===== config.mk =====
export PLATFORM = sky130hd
export DESIGN_NAME = ym3438_slot_counter
export DESIGN_NICKNAME = d
export VERILOG_FILES = /design/src/rtl/ym3438_pkg.sv /design/src/rtl/ym3438_slot_ring.sv /design/src/rtl/ym3438_slot_counter.sv
export SDC_FILE = /design/constraint.sdc
export NUM_CORES = 1
export LEC_CHECK = 0
export CELL_PAD_IN_SITES_DETAIL_PLACEMENT = 0
export CELL_PAD_IN_SITES_GLOBAL_PLACEMENT = 2
export CORE_ASPECT_RATIO = 1.25
export CORE_UTILIZATION = 45
export CTS_BUF_LIST = sky130_fd_sc_hd__clkbuf_16
export DETAILED_ROUTE_END_ITERATION = 12
export PLACE_DENSITY = 0.87
export SLEW_MARGIN = 40
export SYNTH_ARGS = -nofsm -noshare
export SYNTH_HDL_FRONTEND = slang
export SYNTH_HIERARCHICAL = 1
export SYNTH_SLANG_ARGS = --single-unit

===== constraint.sdc =====
create_clock -name MCLK -period 3.2 [get_ports MCLK]
set_input_delay 0.64 -clock MCLK [delete_from_list [all_inputs] [get_ports MCLK]]
set_output_delay 0.64 -clock MCLK [all_outputs]
set_load 0.02 [all_outputs]

===== src/rtl/ym3438_pkg.sv =====
// Shared definitions for the YM3438 slot-counter slice: head-slot mode encodings
// and an elaboration-time ceiling-log2 helper.
package ym3438_pkg;

    typedef enum logic [1:0] {
        MODE_HOLD  = 2'd0,
        MODE_ADD   = 2'd1,
        MODE_LOAD  = 2'd2,
        MODE_CLEAR = 2'd3
    } mode_e;

    function automatic int unsigned clog2(input int unsigned n);
        int unsigned r;
        r = 0;
        while ((32'd1 << r) < n) r++;
        return r;
    endfunction

endpackage


===== src/rtl/ym3438_slot_ring.sv =====
// Two-phase master/slave delay ring: c1 shifts slaves into the next masters
// (din enters stage 0), c2 copies every master into its slave.
module ym3438_slot_ring #(
    parameter int unsigned WIDTH = 10,
    parameter int unsigned SLOTS = 24
) (
    input  logic             clk_i,
    input  logic             rst_i,
    input  logic             c1_i,
    input  logic             c2_i,
    input  logic [WIDTH-1:0] din_i,
    output logic [WIDTH-1:0] head_o
);

    logic [SLOTS-1:0][WIDTH-1:0] master_q, master_d;
    logic [SLOTS-1:0][WIDTH-1:0] slave_q, slave_d;

    // Both phases read only the old registers, so c1 and c2 on one edge never flow through.
    always_comb begin
        master_d = master_q;
        slave_d  = slave_q;
        if (c1_i) master_d = {slave_q[SLOTS-2:0], din_i};
        if (c2_i) slave_d = master_q;
    end

    always_ff @(posedge clk_i) begin
        if (rst_i) begin
            master_q <= '0;
            slave_q  <= '0;
        end else begin
            master_q <= master_d;
            slave_q  <= slave_d;
        end
    end

    assign head_o = slave_q[SLOTS-1];

endmodule


===== src/rtl/ym3438_slot_counter.sv =====
// Time-multiplexed per-slot counter: a two-phase ring of SLOTS values whose head
// slot is held, incremented, loaded or cleared each c1 phase.
module ym3438_slot_counter
    import ym3438_pkg::*;
#(
    parameter int unsigned WIDTH    = 10,
    parameter int unsigned SLOTS    = 24,
    parameter int unsigned STEP_W   = 1,
    parameter int unsigned SATURATE = 0
) (
    input  logic                      MCLK,
    input  logic                      reset,
    input  logic                      c1,
    input  logic                      c2,
    input  logic [1:0]                mode,
    input  logic [STEP_W-1:0]         step,
    input  logic [WIDTH-1:0]          load_val,
    output logic [WIDTH-1:0]          val,
    output logic                      c_out,
    output logic [clog2(SLOTS)-1:0]   slot,
    output logic                      sync
);

    localparam int unsigned SLOT_W = clog2(SLOTS);

    logic [WIDTH-1:0]  head;
    logic [WIDTH-1:0]  next_val;
    logic [WIDTH:0]    sum;
    logic              add_carry;
    logic [SLOT_W-1:0] slot_q, slot_d;

    ym3438_slot_ring #(
        .WIDTH (WIDTH),
        .SLOTS (SLOTS)
    ) u_ring (
        .clk_i  (MCLK),
        .rst_i  (reset),
        .c1_i   (c1),
        .c2_i   (c2),
        .din_i  (next_val),
        .head_o (head)
    );

    always_comb begin
        sum       = {1'b0, head} + {{(WIDTH + 1 - STEP_W){1'b0}}, step};
        next_val  = head;
        add_carry = 1'b0;
        case (mode_e'(mode))
            MODE_HOLD:  next_val = head;
            MODE_ADD: begin
                add_carry = sum[WIDTH];
                if (SATURATE != 0 && sum[WIDTH]) next_val = '1;
                else                             next_val = sum[WIDTH-1:0];
            end
            MODE_LOAD:  next_val = load_val;
            MODE_CLEAR: next_val = '0;
            default:    next_val = head;
        endcase
    end

    always_comb begin
        slot_d = slot_q;
        if (c2) slot_d = (slot_q == SLOT_W'(SLOTS - 1)) ? '0 : slot_q + SLOT_W'(1);
    end

    always_ff @(posedge MCLK) begin
        if (reset) slot_q <= '0;
        else       slot_q <= slot_d;
    end

    // Reset is synchronous, so outputs are masked to hide pre-edge state while it is held.
    assign val   = reset ? '0 : head;
    assign c_out = !reset && add_carry;
    assign slot  = reset ? '0 : slot_q;
    assign sync  = (slot == '0);

endmodule


==> flow_metrics.py <==
metrics = {
    "status": {
        "status": "finished clean",
    },
    "final_layout": {
        "fin_nets": 1665,
        "antenna_cells": 0,
        "drive_gt1_share_pct": 4.71,
        "postLayoutCoreUtil_pct": 49.8,
        "syn2layout_area_growth_pct": 8.48,
        "fin_area_um2": 19600,
    },
    "clocking": {
        "cts-buffers-inserted": 47,
        "clk_pin_slew_ns": 0.05,
        "cts_resized": 0,
        "htreeDepth": 2,
        "ctsHoldBuffers": 0,
        "clockBufferDepth": 3,
        "cts-root-buf": "clkbuf_16",
        "worstSkewPairLatency_ns": 0.54,
        "cts_sinks": 485,
        "cts_tree": "yes",
        "post_cts_buffers": 0,
    },
    "synth": {
        "yosysSeqAreaShare_pct": 53.8,
        "synth.distinct_cells": 36,
        "synth_top_family_by_area": "multiplexers",
        "yosys-top-cells-count": "490 x mux2i_1, 490 x nor2_1, 485 x dfxtp_1, 40 x buf_8, 31 x clkbuf_1",
        "synth.area.mux_share_pct": 27.2,
        "yosys-top-cells-area": "dfxtp_1 54%, mux2i_1 27%, nor2_1 10%",
        "ys_async_sr_fraction_pct": 0,
        "ys_ff_latch": 485,
        "synthSimpleGateAreaFrac_pct": 11.8,
        "synthXorXnorAreaFrac_pct": 0.146,
        "synth_flop_cell": "dfxtp_1",
        "synth_compound_area_share_pct": 0.852,
        "synth_edf_count": 0,
        "netlist_instances": 1664,
        "yosys.area_share.adder_pct": 0.208,
        "yosysWarnings": 6,
        "syn-mean-instance-area_um2": 10.9,
        "synth_top_area_share_pct": 53.8,
        "yosys.area.top_type": "dfxtp_1",
        "synth_fp_nets": 1684,
        "synth_area_um2": 18100,
    },
    "pwr": {
        "netSwitchingPower_mw": 2.46,
        "seq_power_share_pct": 53.0,
        "clkPwrFrac_pct": 42.8,
        "leakagePower_nw": 8.67,
        "pwr_density_cell_nw_per_um2": 583,
        "ir_drop_uv": 504,
        "intPower_mw": 8.96,
        "pwr-share-comb_pct": 4.2,
        "swShare_pct": 21.5,
    },
    "grt": {
        "grt_antenna_before_repair": 0,
        "grt_pass1_vias": 10400,
        "grt_max_degree": 117,
        "grt_overflow": 0,
        "grt_first_pass_wirelength_mm": 48.1,
        "grt_usage_pct": 13.6,
    },
    "routing": {
        "post_drt_via_cell_ratio": 4.86,
        "wirelength_mm": 27.1,
        "via_count": 10600,
        "wire_per_inst_um": 12.5,
        "dr.pass1.iters": 4,
        "drt_iter0_drc": 600,
        "ant_nets": 0,
        "drc": 0,
    },
    "sta": {
        "skew_ns": 0.0125,
        "whs_ns": 0.487,
        "timing.final.crit_share_pct": 94.0,
        "finalHoldViolations": 0,
        "setup_viol": 0,
        "slew_violations": 0,
        "max_freq_ghz": 0.332,
        "fin_setup_tns_ns": 0,
        "maxSlewHeadroom_pct": 50.3,
        "rsz0062_at_grt": "no",
        "post-route-min-period_ns": 3.01,
        "tightest_slew_ns": 0.746,
        "worst_slack_ns": 0.191,
    },
    "critical_path": {
        "slowest_delay_ns": 0.61,
        "cp_cell_sequence": "clkdlybuf4s50_1 > ha_1 > and4_1 > nand2_1 > nor2_1 > clkdlybuf4s50_1",
        "cp_common_cell": "clkdlybuf4s50_1",
        "path_delay_family": "buffers and inverters",
        "crit_path_end_kind": "output pin",
        "crit_path_top_delay_cell": "clkdlybuf4s50_1",
        "path_buf_inv": 2,
        "r2r_slack_ns": 1.49,
        "required_ns": 2.56,
        "start_kind": "input pin",
        "crit_fanout": 4,
        "worstSetupPathType": "input pin to output pin",
        "cp.arrival_ns": 2.37,
    },
    "floorplan": {
        "row_count": 81,
        "die_x_um": 181,
        "pin_count": 34,
        "die-area_um2": 40900,
        "core_area_um2": 39300,
        "die_y_um": 226,
        "start_util_pct": 45.9,
    },
    "placed_design": {
        "port_buffers": 33,
        "dpl_worst_slack_ns": 0.205,
        "gp_congestion": 0.760,
        "place_area_um2": 18200,
        "dpl.hpwl_mm": 14.8,
    },
    "run": {
        "cap_violations": 0,
    },
    "min_path": {
        "hp-class": "register to register",
    },
}
## cell families (layout without fill, tap and decap cells)
kind of cell / after synthesis / count (layout)
simple gates: 535 / 535
mux: 490 / 490
flops: 485 / 485
buf+inv: 125 / 139
compound gates: 23 / 23
fa+ha+maj: 3 / 3
xor+xnor: 3 / 3
## per-layer routing
metal | vias to the layer above | wire (µm) | track usage, % | part of all wire, %
li1 | 5490 | - | - | -
met1 | 4924 | 13800 | 17.7 | 51
met2 | 118 | 11800 | 22.5 | 43
met3 | 46 | 977 | 2.53 | 3.6
met4 | 0 | 600 | 4.92 | 2.2
met5 | - | 0 | 0 | 0
## power groups by stage
stage / registers [mW] / clock network [mW] / logic (mW)
3_3_place_gp: 6.19 / 0 / 0.483
3_5_place_dp: 6.19 / 0 / 0.488
5_1_grt: 6.05 / 5.33 / 0.515
6_report: 6.05 / 4.89 / 0.480
4_1_cts: 6.05 / 5.09 / 0.489
2_1_floorplan: 6.18 / 0 / 0.453
## worst min-delay path, stage by stage (launching register included)
cell and delay, ns:
dfxtp_1 0.32, mux2i_1 0.06, nor2_1 0.07
## metrics by stage
stage / power [mW] / instances
detailed placement: 6.67 / 2094
floorplan: 6.64 / 1664
global route: 11.9 / 2176
finish: 11.4 / 2176
global placement: 6.67 / 2093
CTS: 11.6 / 2176
## flip-flops by register name, indices dropped and copies added, names as in the netlist
signal and cells:
u_ring/master_q 240, u_ring/slave_q 230, u_ring/head_o 10, slot_q 5
## layout make-up
class,instances,area [µm²]
inverter,3,11.3
multi-input combinational,1054,7250
fill,3645,19700
clock buffer,47,1180
tap,498,623
clock inverter,35,175
timing repair buffer,54,643
sequential,485,9710
## worst paths after layout
kind / from / to / cells after the start
hold / removal: u_ring/slave_q[55] / u_ring/master_q[65] / 2
setup / recovery: step / c_out / 6
setup reg to reg: u_ring/head_o[0] / u_ring/master_q[6] / 7
hold reg to reg: u_ring/slave_q[55] / u_ring/master_q[65] / 2
## cell usage in the layout (no fill, tap or decap), types with 3 or more instances in the layout
cell             instances
nor2_1                 490
mux2i_1                490
dfxtp_1                485
clkbuf_16               47
clkdlybuf4s50_1         30
inv_1                   22
nor2b_1                 15
clkinv_1                10
buf_4                    9
buf_12                   9
a21oi_1                  7
nand2_1                  5
and2b_1                  5
nand2b_1                 4
o22ai_1                  4
nand4_1                  3
and2_1                   3
o21ai_0                  3
nand3_1                  3
ha_1                     3
buf_8                    3
Power figures use the tool's default switching activity.
